## config.mk

```make
export PLATFORM = sky130hd
export DESIGN_NAME = fetch_unit_flat
export DESIGN_NICKNAME = d
export VERILOG_FILES = /design/src/rtl/fetch_unit_pkg.sv /design/src/rtl/fetch_unit_if.sv /design/src/rtl/fetch_buf.sv /design/src/rtl/fetch_unit.sv /design/src/flat_wrapper.sv
export SDC_FILE = /design/constraint.sdc
export NUM_CORES = 1
export LEC_CHECK = 0
export BUFFER_PORTS_ARGS = -buffer_cell sky130_fd_sc_hd__buf_4
export CAP_MARGIN = 20
export CORE_ASPECT_RATIO = 1.5
export CORE_UTILIZATION = 45
export CTS_BUF_LIST = sky130_fd_sc_hd__clkbuf_8
export CTS_CLUSTER_DIAMETER = 30
export DETAILED_ROUTE_END_ITERATION = 8
export PLACE_DENSITY = 0.72
export SETUP_SLACK_MARGIN = 0.2
export SYNTH_ARGS = -nofsm -noshare
export SYNTH_HDL_FRONTEND = slang
export SYNTH_SLANG_ARGS = --single-unit
export TNS_END_PERCENT = 100
```

## constraint.sdc

```tcl
create_clock -name clk -period 6.8 [get_ports clk]
set_input_delay 0.68 -clock clk [delete_from_list [all_inputs] [get_ports clk]]
set_output_delay 0.68 -clock clk [all_outputs]
set_load 0.05 [all_outputs]
```

## src/rtl/fetch_unit_pkg.sv

```systemverilog
// fetch_unit_pkg: shared state encoding, buffer depth and instruction width for the fetch unit
package fetch_unit_pkg;
   localparam int FIFO_DEPTH = 2;
   localparam int INSTR_W    = 32;
   typedef enum logic [1:0] {IDLE, RUN, HALT} state_t;
   typedef struct packed {
      logic [INSTR_W-1:0] instr;
      logic [31:0]        pc;
   } fetch_entry_t;
endpackage

```

## src/rtl/fetch_unit_if.sv

```systemverilog
// fetch_unit_if: imem, instruction-delivery and redirect signals of the fetch unit
interface fetch_unit_if #(parameter int IMEM_AW = 5);
   logic [IMEM_AW-1:0] imem_address;
   logic               imem_rw;
   logic [31:0]        imem_data_in;
   logic [31:0]        imem_data_out;
   logic               instr_valid;
   logic [31:0]        instr;
   logic [31:0]        instr_pc;
   logic               instr_ready;
   logic               redirect_valid;
   logic [31:0]        redirect_pc;
   logic               fetch_fault;
   modport master (
      output imem_address, imem_rw, imem_data_in, instr_valid, instr, instr_pc, fetch_fault,
      input  imem_data_out, instr_ready, redirect_valid, redirect_pc
   );
   modport slave (
      input  imem_address, imem_rw, imem_data_in, instr_valid, instr, instr_pc, fetch_fault,
      output imem_data_out, instr_ready, redirect_valid, redirect_pc
   );
endinterface

```

## src/rtl/fetch_buf.sv

```systemverilog
// fetch_buf: 2-entry FIFO of {instr, pc}; flush beats push/pop, push into a full buffer only with a pop
module fetch_buf
   import fetch_unit_pkg::*;
(
   input  logic         clk,
   input  logic         reset,
   input  logic         push,
   input  logic         pop,
   input  logic         flush,
   input  fetch_entry_t din,
   output fetch_entry_t dout,
   output logic [1:0]   count
);
   fetch_entry_t mem_q [FIFO_DEPTH];
   fetch_entry_t mem_d [FIFO_DEPTH];
   logic       rd_q, rd_d, wr, do_push, do_pop;
   logic [1:0] cnt_q, cnt_d;
   // next pointer, count and storage; write slot is head+count modulo depth
   always_comb begin
      do_pop  = pop && cnt_q != 2'd0;
      do_push = push && (cnt_q != 2'(FIFO_DEPTH) || do_pop);
      wr      = rd_q ^ cnt_q[0];
      mem_d   = mem_q;
      if (do_push) mem_d[wr] = din;
      rd_d    = flush ? 1'b0 : rd_q ^ do_pop;
      cnt_d   = flush ? 2'd0 : cnt_q + 2'(do_push) - 2'(do_pop);
   end
   // buffer state registers
   always_ff @(posedge clk or negedge reset) begin
      if (!reset) begin
         mem_q <= '{default: '0};
         rd_q  <= 1'b0;
         cnt_q <= 2'd0;
      end else begin
         mem_q <= mem_d;
         rd_q  <= rd_d;
         cnt_q <= cnt_d;
      end
   end
   assign dout  = mem_q[rd_q];
   assign count = cnt_q;
endmodule

```

## src/rtl/fetch_unit.sv

```systemverilog
// fetch_unit: prefetches instructions from a 1-cycle imem into a 2-entry buffer; FETCH_ALIGN_CHK_EN halts on misaligned redirect
module fetch_unit
   import fetch_unit_pkg::*;
#(
   parameter logic [31:0] RESET_PC = 32'h0000_0000,
   parameter int          IMEM_AW  = 5
) (
   input logic          clk,
   input logic          reset,
   fetch_unit_if.master bus
);
   state_t             state_q, state_d;
   logic [31:0]        pc_q, pc_d, ipc_q, ipc_d, tgt;
   logic [IMEM_AW-1:0] addr_q, addr_d;
   logic               infl_q, infl_d, fault_q, fault_d;
   logic               pop, redir, misal, issue, capture;
   logic [1:0]         count;
   logic [2:0]         occ;
   fetch_entry_t       din, head;
   assign din = {bus.imem_data_out, ipc_q};
   fetch_buf u_buf (
      .clk   (clk),
      .reset (reset),
      .push  (capture),
      .pop   (pop),
      .flush (redir),
      .din   (din),
      .dout  (head),
      .count (count)
   );
   // issue control counts this cycle's pop so a steady consumer gets one instruction per cycle
   always_comb begin
      pop   = count != 2'd0 && bus.instr_ready;
      tgt   = bus.redirect_pc & 32'hFFFF_FFFC;
`ifdef FETCH_ALIGN_CHK_EN
      misal = |bus.redirect_pc[1:0];
`else
      misal = 1'b0;
`endif
      redir   = bus.redirect_valid && state_q != HALT;
      occ     = 3'(count) - 3'(pop) + 3'(infl_q);
      issue   = state_q == RUN && !redir && occ < 3'd2;
      capture = infl_q && !redir;
      state_d = (redir && misal) ? HALT : (state_q == IDLE) ? RUN : state_q;
      pc_d    = redir ? tgt : issue ? pc_q + 32'd4 : pc_q;
      ipc_d   = issue ? pc_q : ipc_q;
      addr_d  = issue ? pc_q[IMEM_AW+1:2] : addr_q;
      infl_d  = issue;
      fault_d = fault_q || (redir && misal);
   end
   // control and fetch-address registers
   always_ff @(posedge clk or negedge reset) begin
      if (!reset) begin
         state_q <= IDLE;
         pc_q    <= RESET_PC;
         ipc_q   <= '0;
         addr_q  <= RESET_PC[IMEM_AW+1:2];
         infl_q  <= 1'b0;
         fault_q <= 1'b0;
      end else begin
         state_q <= state_d;
         pc_q    <= pc_d;
         ipc_q   <= ipc_d;
         addr_q  <= addr_d;
         infl_q  <= infl_d;
         fault_q <= fault_d;
      end
   end
   assign bus.imem_address = addr_d;
   assign bus.imem_rw      = 1'b1;
   assign bus.imem_data_in = '0;
   assign bus.instr_valid  = count != 2'd0;
   assign bus.instr        = head.instr;
   assign bus.instr_pc     = head.pc;
   assign bus.fetch_fault  = fault_q;
endmodule

```

## src/flat_wrapper.sv

```systemverilog
// flat-port wrapper written by rule: the top's interface ports become plain ports
module fetch_unit_flat import fetch_unit_pkg::*;
#(
   parameter logic [31:0] RESET_PC = 32'h0000_0000,
   parameter int          IMEM_AW  = 5
)
  (clk, reset, bus_imem_address, bus_imem_rw, bus_imem_data_in, bus_instr_valid, bus_instr, bus_instr_pc, bus_fetch_fault, bus_imem_data_out, bus_instr_ready, bus_redirect_valid, bus_redirect_pc);
  fetch_unit_if #(.IMEM_AW(IMEM_AW)) bus_i ();
  input logic clk;
  input logic reset;
  output wire logic [$bits(bus_i.imem_address)-1:0] bus_imem_address;
  output wire logic [$bits(bus_i.imem_rw)-1:0] bus_imem_rw;
  output wire logic [$bits(bus_i.imem_data_in)-1:0] bus_imem_data_in;
  output wire logic [$bits(bus_i.instr_valid)-1:0] bus_instr_valid;
  output wire logic [$bits(bus_i.instr)-1:0] bus_instr;
  output wire logic [$bits(bus_i.instr_pc)-1:0] bus_instr_pc;
  output wire logic [$bits(bus_i.fetch_fault)-1:0] bus_fetch_fault;
  input wire logic [$bits(bus_i.imem_data_out)-1:0] bus_imem_data_out;
  input wire logic [$bits(bus_i.instr_ready)-1:0] bus_instr_ready;
  input wire logic [$bits(bus_i.redirect_valid)-1:0] bus_redirect_valid;
  input wire logic [$bits(bus_i.redirect_pc)-1:0] bus_redirect_pc;
  assign bus_imem_address = bus_i.imem_address;
  assign bus_imem_rw = bus_i.imem_rw;
  assign bus_imem_data_in = bus_i.imem_data_in;
  assign bus_instr_valid = bus_i.instr_valid;
  assign bus_instr = bus_i.instr;
  assign bus_instr_pc = bus_i.instr_pc;
  assign bus_fetch_fault = bus_i.fetch_fault;
  assign bus_i.imem_data_out = bus_imem_data_out;
  assign bus_i.instr_ready = bus_instr_ready;
  assign bus_i.redirect_valid = bus_redirect_valid;
  assign bus_i.redirect_pc = bus_redirect_pc;
  fetch_unit #(.RESET_PC(RESET_PC), .IMEM_AW(IMEM_AW)) u_core (.clk(clk), .reset(reset), .bus(bus_i));
endmodule
```

### Word-level counts from Yosys, hierarchy flattened

Cells that the tools add are included.

* $add $sub $neg: 5
* $mul: 0
* div/mod/pow operators: 0
* $lt $le $gt $ge: 4
* equality and inequality tests: 1
* shift-type cells: 0
* multiplexer cells: 11
* bitwise operators: 4
* reduce and logical (&&, ||, !) cells: 12

Operators by type and width (number)
* $mux W64: 4
* $bwmux W128: 1
* $demux W64 S1: 1
* $mux W32: 2
* $add A32 B3 Y32 const B: 1
* $logic_and A1 B1 Y1: 7
* $mux W5: 1
* $ge A2 B2 Y1 const B: 2
* $not A1 Y2: 2
* $reduce_bool A2 Y1: 2
* $add A3 B1 Y3: 1
* $lt A3 B2 Y1 const B: 1
* $sub A2 B1 Y3: 1
* $add A2 B1 Y2: 1
* $logic_not A2 Y1: 1
* $lt A2 B1 Y1 const B: 1
* $mux W2: 1
* $ne A2 B2 Y1 const B: 1
* $sub A2 B1 Y2: 1
* $xor A1 B1 Y1: 2
* $logic_not A1 Y1: 1
* $logic_or A1 B1 Y1: 1
* $mux W1: 1

* register bits: 202
* bits in latches: 0
* RAM bits: 0
* ROM bits: 0
* input port bits: 68
* memories kept: 0

### Logic depth before layout (Yosys ltp)

* depth in word-level cells: 8
* gate-level depth with buffers: 13

### Modules after synthesis

From an unflattened synthesis, not the netlist that was laid out.

* cells, all modules: 1161
* area, all modules: 11712.5 um^2

Modules (own cells, without submodules)
* fetch_buf: instances 1, cells an instance 811, area each 8086.5 um^2, sequential area each 3278.1 um^2
* fetch_unit: instances 1, cells an instance 350, area each 3626.0 um^2, sequential area each 1676.6 um^2

### Worst setup path before layout

No wires, ideal clock.

* kind: register to output
* from: reg u_core.u_buf.cnt_q[1] (netlist: u_core.u_buf.count[1])
* to: out bus_imem_address[0]
* data arrival time: 3386 ps
* data required time: 6120 ps
* slack: 2734 ps
* stages on the path, launching flop included: 14
* path through: dfrtp_1 > or2_2 > and2_1 > ha_1 > nand2b_1 > fa_1 > and2_1 > buf_2 > nand3_2 > buf_4 > buf_2 > buf_2 > nand2_1 > nand2_1

* word-level cells in the longest chain between the ends: 7

RTL lines
* from (decl): line fetch_buf.sv:17 `logic [1:0] cnt_q, cnt_d;`
* from (signal assigned): line fetch_buf.sv:37 `cnt_q <= cnt_d;`
* $reduce_bool A2 Y1
* net bus_instr_valid: line flat_wrapper.sv:14 `output wire logic [$bits(bus_i.instr_valid)-1:0] bus_instr_valid;`
* $logic_and A1 B1 Y1: line fetch_unit.sv:33 `pop = count != 2'd0 && bus.instr_ready;`
* $sub A2 B1 Y3: line fetch_unit.sv:41 `occ = 3'(count) - 3'(pop) + 3'(infl_q);`
* $add A3 B1 Y3: line fetch_unit.sv:41
* $lt A3 B2 Y1: line fetch_unit.sv:42 `issue = state_q == RUN && !redir && occ < 3'd2;`
* $logic_and A1 B1 Y1: line fetch_unit.sv:42
* $mux W5: line fetch_unit.sv:47 `addr_d = issue ? pc_q[IMEM_AW+1:2] : addr_q;`
* to (decl): line flat_wrapper.sv:11 `output wire logic [$bits(bus_i.imem_address)-1:0] bus_imem_address;`

The timed path passes the listed nets, and every way through them passes these cells.

### Worst setup path in the final report

* from: reg u_core.u_buf.cnt_q[1] (netlist: u_core.u_buf.count[1])
* to: out bus_imem_address[2]

* word-level cells in the longest chain between the ends: 7

RTL lines (line)
* $reduce_bool A2 Y1: fetch_unit.sv:33
* $logic_and A1 B1 Y1: fetch_unit.sv:33
* $sub A2 B1 Y3 *: fetch_unit.sv:41
* $add A3 B1 Y3 *: fetch_unit.sv:41
* $lt A3 B2 Y1 *: fetch_unit.sv:42
* $logic_and A1 B1 Y1 *: fetch_unit.sv:42
* $mux W5 *: fetch_unit.sv:47

Every way passes the cells marked *; elsewhere a longest branch is shown, timed or not.

==> results.md <==
Yosys:
- The number of register bits inferred by synthesis is about 190.
- The Yosys step of the flow raised 0 warnings.
- In the synthesized netlist the dominant register cell turns out to be sky130_fd_sc_hd__dfrtp_1.
- A synthesized cell averages about 12 um2.
- Yosys mapped a number of flops with a built-in enable equal to 0.
- In this run the cell area of the synthesized design comes to 9410 um2.
- After synthesis, flip-flops and latches occupy between 50% and 60% of the total area.
- The synthesized netlist contains between 50 and 60 unique library cells.
- The cell count after synthesis came out at 757.
- The share of flip-flops with an asynchronous set or reset is 100%.

Power:
- For this design the total switching power over the nets is ~0.0021 W.
- The clock group share of total power is 15.5%.
- The leakage power figure is 5.10 nW.
- The part of the power in registers is between 30% and 40%.
- The internal power is 0.00294 W.
- The total power divided by cell area is 469 nW/um2.
- The worst-case vdd ir drop is 326 uV.
- The switching fraction of total power is 42.2%.
- The power share of the combinational group is 47.8%.

Critical path:
- The worst register-to-register path ends at u_core.pc_q[5].
- The largest delay contributor family on the critical path is simple AND/OR/NAND/NOR gates.
- The register-to-register setup slack is 2.75 ns.
- The stage delay of the slowest cell on the critical path is 0.56 ns.
- The most critical setup path has its startpoint at u_core.u_buf.count[1].
- STA classifies the critical path startpoint as a register.
- The buffering stage count on the worst path with inverters included is 3.
- The endpoint required time on the critical path is between 6 and 7 ns.
- The cell with the largest stage delay on the worst path is sky130_fd_sc_hd__inv_2.
- For the worst flop-to-flop path, the logic depth is 11.
- The most critical setup path has its endpoint at bus_imem_address[2].
- At the worst endpoint, the arrival time is 4.41 ns.
- Walking the worst path, the cells encountered are or2_2 -> and2_1 -> ha_1 -> nand2b_1 -> fa_1 -> and2_1 -> nand3_2 -> buf_4 -> inv_2 -> nand2_1 -> nand2_1 -> buf_4.
- The critical path class is reg -> out.
- The worst register-to-register path begins at u_core.u_buf.count[1].
- The number of gates on the worst path with buffers counted is 12.
- The capturing element type of the critical path is an output pin.
- Along the worst path, the maximum fanout reaches 59.

Clocking:
- Buffers inserted to repair hold after CTS numbered 0.
- The tree is rooted in a sky130_fd_sc_hd__clkbuf_8.
- The post-cts gate resize count is 0.
- The clock-pin slew on the worst setup and hold paths is approximately 0.09 ns.
- The TritonCTS clock tree is built.
- In this run the number of H-tree levels came out at 4.
- The later-pin clock latency in the skew report is between 0.4 and 0.5 ns.
- Buffers inserted during clock tree synthesis total 17.
- The number of sinks handled by clock tree synthesis is 194.
- The clock passes through at most 2 buffers.
- After clock tree synthesis, the setup repair step added 0 buffers.

Global route:
- The number of global-route vias before repair is slightly above 6000.
- Global routing used 18.9% of the available tracks.
- For this run the aggregate overflow at the end of global routing stands at 0.
- The global-route wire length before repair is 31700 um.
- Entering global routing, the biggest net connects slightly below 90 pins.
- The number of antenna violations at the first check in global routing is 0.

Placed design:
- Detailed placement finished with a half-perimeter wire length of roughly 13000 um.
- The cell area after placement is around 10000 um2.
- The count of buffers inserted at the top-level ports is 133.
- The congestion estimate from routability-driven global placement came to 0.834.

Floorplan:
- The core region is 20400 um2.
- The die is 179 um tall.
- The initial core utilization is 46.1%.
- After floorplanning, the core was divided into 64 placement rows.
- During I/O placement, the number of pins put on the boundary was 172.
- The die outline area is 21500 um2.
- The die width is roughly 120 um.

Route:
- The first routing iteration left 343 violations.
- The number of nets with antenna violations after routing is 0.
- Dividing the detail-routed wire length by the instance count gives roughly 17 um.
- The routed via count divided by cell count is 5.34.
- The number of vias in the routed layout is approximately 6000.
- The total detailed-routing wirelength is slightly below 20000 um.
- For this run, design rule violations remaining after detail routing come to 0.
- The first-pass iteration count of the detailed router is 4.

Timing:
- Setup repair after global routing left no endpoint under its margin.
- The post-layout minimum cycle time is 5.09 ns.
- In the final timing run, aggregate negative setup slack is 0 ns.
- The slew at the pin closest to its max-slew limit is approximately 0.94 ns.
- The final-report max-slew violation count is 0.
- The hold violation count in the final report is 0.
- Timing would allow up to 196 MHz.
- Setup violations remaining at the end of the flow were counted as 0.
- The worst pin sits at a relative slew slack of 37.2%.
- For the final database, setup skew stands at 0.0113 ns.
- The worst path uses 74.9% of the clock period.

Cells and area:
- The top cell types in the final layout, fill and taps aside, are sky130_fd_sc_hd__dfrtp_1 (193), sky130_fd_sc_hd__buf_4 (138), sky130_fd_sc_hd__mux2_2 (129), sky130_fd_sc_hd__nand2_1 (126), sky130_fd_sc_hd__mux2_4 (60).
- The area growth from synthesis to layout is 15.4%.
- The antenna diode count is 0.
- The design area is about 11000 um2.
- After filler insertion, the fill cell instance count of the layout stands at approximately 1800.
- Of the cells placed in the final design, the portion with a size suffix greater than 1 is about two fifths.
- For this run, the share of the core covered by cells in the final layout is 53.2%.
- The final net count is 947.
- Leaving out fill and tap cells, the most frequent cell in the layout is sky130_fd_sc_hd__dfrtp_1.

Hold path:
- The tightest min-delay check is of the in -> async type.

Run status:
- The run finished with clean final reports.

Run:
- The number of max-capacitance violations reported is 0.
-- final cells by class --
type	instances	area (um2)	share of cell area [%]
Clock buffer	19	262	2.41
Timing Repair Buffer	139	1050	9.67
Sequential cell	194	4860	44.7
Tap cell	264	330	3.04
Inverter	12	45.0	0.415
Clock inverter	13	159	1.46
Multi-Input combinational cell	510	4150	38.3
-- flip-flops by register name, indices dropped and copies added (netlist names) --
name and flops:
u_core.u_buf.count 2, u_core.ipc_q 30, u_core.u_buf.mem_q 124, u_core.addr_q 5, u_core.u_buf.rd_q 1, u_core.pc_q 30, u_core.infl_q 1, u_core.state_q 1
-- metal layers --
metal	vias up	part of all wire, %	wire [um]	track usage, %
met5	-	0	0	0
met4	0	2.0	381	7.34
met3	30	4.6	889	3.78
met2	175	51	9850	31.9
met1	3083	43	8310	23.6
li1	2856	-	-	-
-- metrics by stage --
step | worst slack [ns] | total power [W] | instances | hold slack, ns
after floorplan | 2.73 | 0.00371 | 792 | 0.384
after global placement | 2.24 | 0.00430 | 1119 | 0.469
after detailed placement | 2.22 | 0.00434 | 1119 | 0.468
after CTS | 1.66 | 0.00515 | 1151 | 0.251
after global routing | 1.36 | 0.00538 | 1151 | 0.270
final | 1.71 | 0.00509 | 1151 | 0.228
-- power by group through the flow --
stage	combinational, W	sequential (W)	clock, W
2_1_floorplan	0.00191	0.00180	0
3_3_place_gp	0.00243	0.00187	0
3_5_place_dp	0.00245	0.00189	0
4_1_cts	0.00246	0.00187	0.000821
5_1_grt	0.00259	0.00193	0.000862
6_report	0.00244	0.00187	0.000790
-- cell families (layout without fill, tap and decap cells) --
group                    Yosys count  after routing  synth area share (%)
adder cells (fa/ha/maj)            5              5                 0.745
AND/OR/NAND/NOR                  208            208                  10.7
flip-flops                       194            194                  51.6
AO/OA/AOI/OAI                     64             64                  5.28
buffers and inverters             88            183                  5.78
multiplexers                     189            189                  25.0
other                              2             37                0.0798
XOR/XNOR                           7              7                 0.851
-- worst min-delay path by stage --
stage	start	to	slack (ns)	cells after the start
2_1_floorplan	reset	u_core.addr_q[0]	0.38	0
4_1_cts	reset	u_core.u_buf.mem_q[5]	0.25	1
5_1_grt	reset	u_core.u_buf.mem_q[6]	0.27	1
3_5_place_dp	u_core.addr_q[2]	u_core.addr_q[2]	0.47	2
6_report	reset	u_core.u_buf.mem_q[5]	0.23	1
3_3_place_gp	u_core.addr_q[2]	u_core.addr_q[2]	0.47	2
-- synth_stat cells (9+ instances only) --
library cell               instances  area (um2)
sky130_fd_sc_hd__dfrtp_1         194        4850
sky130_fd_sc_hd__mux2_2          129        1450
sky130_fd_sc_hd__nand2_1         126         473
sky130_fd_sc_hd__mux2_4           60         901
sky130_fd_sc_hd__buf_4            38         285
sky130_fd_sc_hd__nand3_1          15        75.1
sky130_fd_sc_hd__nand4_1          15        93.8
sky130_fd_sc_hd__o311ai_0         15         131
sky130_fd_sc_hd__buf_2            14        70.1
sky130_fd_sc_hd__o211ai_1         12        90.1
sky130_fd_sc_hd__o21ai_0          12        60.1
sky130_fd_sc_hd__inv_1             9        33.8
Note: power is estimated with default switching activity, not from simulation.
